### src/rtl/gate_flop_pkg.sv
// Shared op-code definitions and reset defaults for the gate/flop array.
package gate_flop_pkg;

    localparam logic [1:0] OP_XOR  = 2'b00;
    localparam logic [1:0] OP_ANDN = 2'b01;
    localparam logic [1:0] OP_ORN  = 2'b10;
    localparam logic [1:0] OP_HOLD = 2'b11;

    // Reset pattern cycles XOR, ANDN, ORN across the stages.
    function automatic logic [1:0] default_op(input int unsigned idx);
        return 2'(idx % 3);
    endfunction

endpackage

### src/rtl/gate_flop_channel.sv
// One channel: ST stage flops driven by decoded per-stage ops, NOR output,
// and a saturating counter of cycles where the NOR was high while enabled.
module gate_flop_channel #(
    parameter int ST    = 3,
    parameter int CNT_W = 8
) (
    input  logic             clk,
    input  logic             areset_n,
    input  logic             en,
    input  logic             clr,
    input  logic             x,
    input  logic [ST-1:0]    sel_xor,
    input  logic [ST-1:0]    sel_andn,
    input  logic [ST-1:0]    sel_orn,
    output logic             z,
    output logic [CNT_W-1:0] cnt
);

    logic [ST-1:0] q;
    logic [ST-1:0] q_next;
    logic [ST-1:0] x_vec;
    logic [ST-1:0] sel_hold;

    assign x_vec    = {ST{x}};
    assign sel_hold = ~(sel_xor | sel_andn | sel_orn);

    // Selects are one-hot per stage, so an AND-OR mux is sufficient.
    assign q_next = (sel_xor  & (x_vec ^ q))
                  | (sel_andn & x_vec & ~q)
                  | (sel_orn  & (x_vec | ~q))
                  | (sel_hold & q);

    assign z = ~|q;

    // NOTE: state uses non-blocking assignments so every flop samples pre-edge values.
    always_ff @(posedge clk or negedge areset_n) begin
        if (!areset_n) begin
            q <= '0;
        end else if (en) begin
            q <= q_next;
        end
    end

    always_ff @(posedge clk or negedge areset_n) begin
        if (!areset_n) begin
            cnt <= '0;
        end else if (clr) begin
            cnt <= '0;
        end else if (en && z && (cnt != {CNT_W{1'b1}})) begin
            cnt <= cnt + 1'b1;
        end
    end

endmodule

### src/rtl/gate_flop_array.sv
// CH independent gate/flop channels sharing one bank of per-stage op registers.
module gate_flop_array
    import gate_flop_pkg::*;
#(
    parameter int CH    = 4,
    parameter int ST    = 3,
    parameter int CNT_W = 8,
    localparam int SW   = (ST > 1) ? $clog2(ST) : 1
) (
    input  logic                clk,
    input  logic                areset_n,
    input  logic                en,
    input  logic [CH-1:0]       x,
    input  logic                cfg_we,
    input  logic [SW-1:0]       cfg_stage,
    input  logic [1:0]          cfg_op,
    input  logic                clr,
    output logic [CH-1:0]       z,
    output logic                z_any,
    output logic [CH*CNT_W-1:0] z_cnt
);

    logic [1:0]    op_q [ST];
    logic [ST-1:0] sel_xor;
    logic [ST-1:0] sel_andn;
    logic [ST-1:0] sel_orn;

    // NOTE: the op bank is a handful of flops, so it is reset element by element.
    always_ff @(posedge clk or negedge areset_n) begin
        if (!areset_n) begin
            for (int i = 0; i < ST; i++) begin
                op_q[i] <= default_op(i);
            end
        end else if (cfg_we) begin
            // Out-of-range stage indices match no entry and are dropped.
            for (int i = 0; i < ST; i++) begin
                if (cfg_stage == SW'(i)) begin
                    op_q[i] <= cfg_op;
                end
            end
        end
    end

    // NOTE: defaults first so no path through the block can infer a latch.
    always_comb begin
        sel_xor  = '0;
        sel_andn = '0;
        sel_orn  = '0;
        for (int i = 0; i < ST; i++) begin
            sel_xor[i]  = (op_q[i] == OP_XOR);
            sel_andn[i] = (op_q[i] == OP_ANDN);
            sel_orn[i]  = (op_q[i] == OP_ORN);
        end
    end

    for (genvar c = 0; c < CH; c++) begin : g_ch
        gate_flop_channel #(
            .ST    (ST),
            .CNT_W (CNT_W)
        ) u_channel (
            .clk      (clk),
            .areset_n (areset_n),
            .en       (en),
            .clr      (clr),
            .x        (x[c]),
            .sel_xor  (sel_xor),
            .sel_andn (sel_andn),
            .sel_orn  (sel_orn),
            .z        (z[c]),
            .cnt      (z_cnt[c*CNT_W +: CNT_W])
        );
    end

    assign z_any = |z;

endmodule
### config.mk
export PLATFORM = sky130hd
export DESIGN_NAME = gate_flop_array
export DESIGN_NICKNAME = d
export VERILOG_FILES = /design/src/rtl/gate_flop_pkg.sv /design/src/rtl/gate_flop_channel.sv /design/src/rtl/gate_flop_array.sv
export SDC_FILE = /design/constraint.sdc
export NUM_CORES = 1
export LEC_CHECK = 0
export CAP_MARGIN = 20
export CORE_ASPECT_RATIO = 0.7
export CORE_MARGIN = 8
export CORE_UTILIZATION = 51
export CTS_CLUSTER_SIZE = 16
export DETAILED_ROUTE_END_ITERATION = 7
export GPL_TIMING_DRIVEN = 0
export PLACE_DENSITY_LB_ADDON = 0.2
export SYNTH_ARGS = -nofsm -noshare
export SYNTH_HDL_FRONTEND = slang
export SYNTH_SLANG_ARGS = --single-unit
### constraint.sdc
create_clock -name clk -period 3.14 [get_ports clk]
set_clock_uncertainty 0.05 [all_clocks]
set_input_delay 0.628 -clock clk [delete_from_list [all_inputs] [get_ports clk]]
set_output_delay 0.628 -clock clk [all_outputs]
set_load 0.01 [all_outputs]
# Word level (Yosys, flattened, before mapping)

Cells that the tools add are included.

Word-level logic and storage cells: 110
Output and inout bits: 37
Bits of input ports: 13
Bits in registers: 50

Eq/ne operators: 12
Bitwise gates (word level): 47
Muxes and demuxes: 8
Reduce and logical (&&, ||, !) cells: 28
$add $sub $neg: 4

Operator list:

| kind                                                            | count |
|---|---|
| 8-bit two-way mux                                               | 8 |
| 3-bit AND                                                       | 20 |
| 3-bit bitwise OR                                                | 18 |
| 8-bit by 1-bit adder with 8-bit output, second input constant   | 4 |
| 8-bit != test, second input constant                            | 4 |
| 3-bit inverter                                                  | 5 |
| 3-bit OR reduction                                              | 4 |
| 3-bit XOR                                                       | 4 |
| 2-bit by 1-bit == test with 1-bit output, second input constant | 4 |
| 2-bit == test, second input constant                            | 4 |
| 1-bit logical AND                                               | 8 |
| 2-bit logical NOT                                               | 4 |
| 2-bit nonzero test                                              | 4 |
| 2-bit AND reduction                                             | 3 |
| 1-bit logical NOT                                               | 4 |
| 4-bit OR reduction                                              | 1 |

# Longest topological paths before layout

Depth after elaboration: 6
Mapped depth: 6
Mapped depth without buffers: 6

# Cells and area by module

Synthesis repeated with hierarchy kept, for this count alone.

Cell total of the unflattened synthesis: 345
Area total of the unflattened synthesis: 3,367.0 sq um

By module, submodules not included:

| module            | seq. area each (sq um) | cells each | area an instance (sq um) | times used |
|---|---|---|---|---|
| gate_flop_channel | 275.3                  | 80         | 765.7                    | 4 |
| gate_flop_array   | 152.6                  | 25         | 304.0                    | 1 |

# Least setup slack after synthesis

No wires, ideal clock.

Kind: in2reg
From: in en
To: reg g_ch[0].u_channel.cnt[7]
Path slack: 1.220 ns
Path buffers: 1
Setup time: 0.078 ns
Cell stages on the path: 4
Arrival: 1.792 ns
Data required time: 3.012 ns
Path through: or4b_1 -> buf_2 -> or4_1 -> a21oi_1

Cells in the longest elaborated chain, start to end: 3

RTL lines:

| element                             | line                    | text |
|---|---|---|
| from (decl)                         | gate_flop_array.sv:12   | `input logic en,` |
| 1-bit logical AND (2 in series)     | gate_flop_channel.sv:49 | `end else if (en && z && (cnt != {CNT_W{1'b1}})) begin` |
| 2-bit nonzero test (no source line) | n/a                     |  |
| to (signal assigned)                | gate_flop_channel.sv:50 | `cnt <= cnt + 1'b1;` |
| to (decl)                           | gate_flop_channel.sv:16 | `output logic [CNT_W-1:0] cnt` |

No other way between the ends.
A chain may end at the register's enable or synchronous reset.

# Worst setup path in the final report

From: reg g_ch[2].u_channel.q[0]
To: out z_any

Cells in the longest elaborated chain, start to end: 3

RTL lines:

| element                 | line                    | text |
|---|---|---|
| from (decl)             | gate_flop_channel.sv:19 | `logic [ST-1:0] q;` |
| from (signal assigned)  | gate_flop_channel.sv:40 | `q <= q_next;` |
| 3-bit OR reduction      | gate_flop_channel.sv:33 | `assign z = ~\|q;` |
| 1-bit logical NOT       | gate_flop_channel.sv:33 |  |
| net g_ch[2].u_channel.z | gate_flop_channel.sv:15 | `output logic z,` |
| 4-bit OR reduction      | gate_flop_array.sv:74   | `assign z_any = \|z;` |
| to (decl)               | gate_flop_array.sv:19   | `output logic z_any,` |

The timed path passes the listed nets, and every way through them passes these cells.

==> out/qor.csv <==
stage,metric,value,unit
critical_path,worstSetupPathType,reg2out,
grt,grt_usage,0.169,
die,pin_count,50,
routing,drc,0,
clock_network,cts_buffer_depth,2,
critical_path,crit_path_max_fanout,6,
synth,synth_edf_count,0,
sta,setup_tns,0,ps
power,p_switching,663,µW
synth,synth_most_common_cell,dfrtp_1,
grt,grt_pass1_wl,11800,µm
critical_path,critPathArrivalTime,1910,ps
sta,rsz0062_at_grt,false,
power,p_leak,1.52,nW
synth,syn-instance-count,298,
synth,yosys.area.top_type_share,0.409,
die,die_y,79.5,µm
clock_network,cts_tree,built,
routing,drtIter0Drc,162,
sta,period_share,0.824,
grt,grt_overflow_total,0,
clock_network,cts_sinks,50,
die,die_area,0.00849,mm²
clock_network,clk_latency,310,ps
sta,setup_viol,0,
clock_network,cts_buffers,5,
final_layout,layout-drive-gt1-share,0.0873,
placement,dpl_cell_area,0.00353,mm²
clock_network,root_buffer,clkbuf_8,
die,rows,23,
critical_path,end_kind,primary output,
synth,syn_avg_cell_area,9.87,µm²
critical_path,path_cells,nor3_1 > or4_1 > clkdlybuf4s50_1,
power,vdd_drop_max,0.000267,V
synth,yosysWarnings,0,
critical_path,cp.required,2460,ps
grt,antenna_found_initial,0,
final_layout,syn_to_final_growth,23.7,%
clock_network,htreeDepth,2,
synth,ys_ff_latch,50,
clock_network,cts_resized,0,
routing,wl_per_cell,16.2,µm
synth,synth_top_area_cell,dfrtp_1,
final_layout,fin_nets,383,
routing,ant_nets,0,
power,power_density,542,mW/mm²
status,status,finished clean,
sta,final.min_clock_period,2590,ps
synth,synthFlopType,dfrtp_1,
grt,grt_max_degree,38,
power,comb_power_share,0.318,
critical_path,critPathLaunchType,register,
routing,num_vias,2543,
hold_path,min_path_type,in2async,
final_layout,seq_area,0.00125,mm²
sta,hold_violations,0,
clock_network,post_cts_buffers,0,
sta,worstMarginPinSlew,557,ps
synth,netlist_area,0.00294,mm²
critical_path,slowest_stage,or4_1,
sta,relSlewSlack,0.624,
synth,ys_top_cells_by_count,"48 x dfrtp_1, 31 x nor2_1, 22 x nand2_1",
power,cell_internal_pwr,1.31,mW
synth,synth_area_leaders,"dfrtp_1 41%, ha_1 6.8%, nor2_1 4.0%",
placement,place_congestion,0.816,
final_layout,fillerInstances,484,
die,die_w,107,µm
routing,dr.pass1.iters,4,
synth,synth-seq-area-share,0.426,
sta,fin_ws,552,ps
synth,synth_cell_types,47,
synth,synth_nets,327,
routing,vias_per_cell,5.91,
sta,fmax,386,MHz
die,initial_core_util,0.521,
final_layout,final_area,0.00364,mm²
synth,async_reset_ff_frac,1.00,
placement,detailed_place_hpwl,5330,µm
placement,preCtsSetupSlack,357,ps
power,p_clk_frac,0.231,
power,seqPwrFrac,0.451,
final_layout,multi_input_area,0.00157,mm²
clock_network,cts_hold_buf,0,
die,core-area,0.00564,mm²
flow_run,drv_cap,0,
sta,final_max_slew_viol_count,0,
routing,drt_wl_total,6950,µm
power,netSwitchingFraction,0.336,
grt,grt_pass1_vias,2383,
placement,io_buffers,48,
critical_path,critical-path-max-stage-delay,530,ps
final_layout,diodes,0,
clock_network,clkTransAtPathRegs,100,ps
[cells by family after synthesis]
logic type | Yosys count | synth area share
xor gates and xnor gates | 15 | 0.0447
muxes | 21 | 0.0757
AOI/OAI and AO/OA | 62 | 0.149
adders and majority gates | 16 | 0.0681
DFF | 50 | 0.426
and+or+nand+nor | 107 | 0.196
buffers and inverters | 27 | 0.0400
[power groups by stage]
| stage | logic [mW] | registers [mW] | clock network [mW] |
|---|---|---|---|
| 6_report | 0.627 | 0.890 | 0.455 |
| 4_1_cts | 0.632 | 0.888 | 0.464 |
| 3_5_place_dp | 0.632 | 0.899 | 0 |
| 3_3_place_gp | 0.601 | 0.891 | 0 |
| 2_1_floorplan | 0.417 | 0.866 | 0 |
| 5_1_grt | 0.692 | 0.907 | 0.485 |
[cell type report]
type,instances,share of cell area
Multi-Input combinational cell,221,0.431
Sequential cell,50,0.345
Timing Repair Buffer,49,0.136
Tap cell,75,0.0258
Buffer,15,0.0199
Clock buffer,5,0.0189
Inverter,12,0.0124
Clock inverter,3,0.0110
[registers in the layout, summed over array words and instances (netlist names)]
signal,flops
g_ch.u_channel.cnt,32
g_ch.u_channel.q,12
op_q,6
[final timing paths]
kind	from	endpoint	cells after the start	slack [ps]
min in group clk	g_ch[1].u_channel.cnt[1]$_DFFE_PN0P_	g_ch[1].u_channel.cnt[1]$_DFFE_PN0P_	2	540
hold / removal	areset_n	g_ch[3].u_channel.q[2]$_DFFE_PN0P_	1	170
hold reg to reg	g_ch[1].u_channel.cnt[1]$_DFFE_PN0P_	g_ch[1].u_channel.cnt[1]$_DFFE_PN0P_	2	540
max in group asynchronous	areset_n	op_q[2]$_DFFE_PN1P_	2	2300
setup / recovery	g_ch[2].u_channel.q[0]$_DFFE_PN0P_	z_any	3	550
setup reg to reg	g_ch[3].u_channel.q[2]$_DFFE_PN0P_	g_ch[3].u_channel.cnt[4]$_DFFE_PN0P_	4	1130
[routing by layer]
layer / up-vias / wire length (µm) / GRT usage / part of all wire
met5: - / 0 / 0 / 0
met4: 0 / 98 / 0.0657 / 0.014
met3: 8 / 468 / 0.0419 / 0.067
met2: 87 / 2930 / 0.240 / 0.42
met1: 1237 / 3450 / 0.241 / 0.50
li1: 1211 / - / - / -
[through the flow]
| step | utilization | hold WS, ps | total power, mW | cells |
|---|---|---|---|---|
| after detailed placement | 0.626 | 513 | 1.53 | 422 |
| final | 0.645 | 171 | 1.97 | 430 |
| after floorplan | - | 282 | 1.28 | 298 |
| after CTS | 0.645 | 171 | 1.98 | 430 |
| after global placement | 0.623 | 501 | 1.49 | 421 |
| after global routing | 0.645 | 181 | 2.08 | 430 |
[cell usage in the layout, fill, tap and decap left out, types with 10 or more instances in the layout]
| cell | count |
|---|---|
| dfrtp_1 | 48 |
| xor2_1 | 12 |
| mux2i_1 | 11 |
| nor2_1 | 31 |
| nand2_1 | 22 |
| inv_1 | 12 |
| nor3_1 | 10 |
| a21oi_1 | 11 |
| o22ai_1 | 13 |
| mux2_2 | 10 |
| ha_1 | 16 |
| clkdlybuf4s50_1 | 47 |
[critical path, delay by kind of cell, from the launching register on]
family / cells / cell delay (ps)
and+or+nand+nor: 2 / 650
buffers and inverters: 1 / 490
DFF: 1 / 460
No activity file was read; power rests on OpenSTA's default activity.
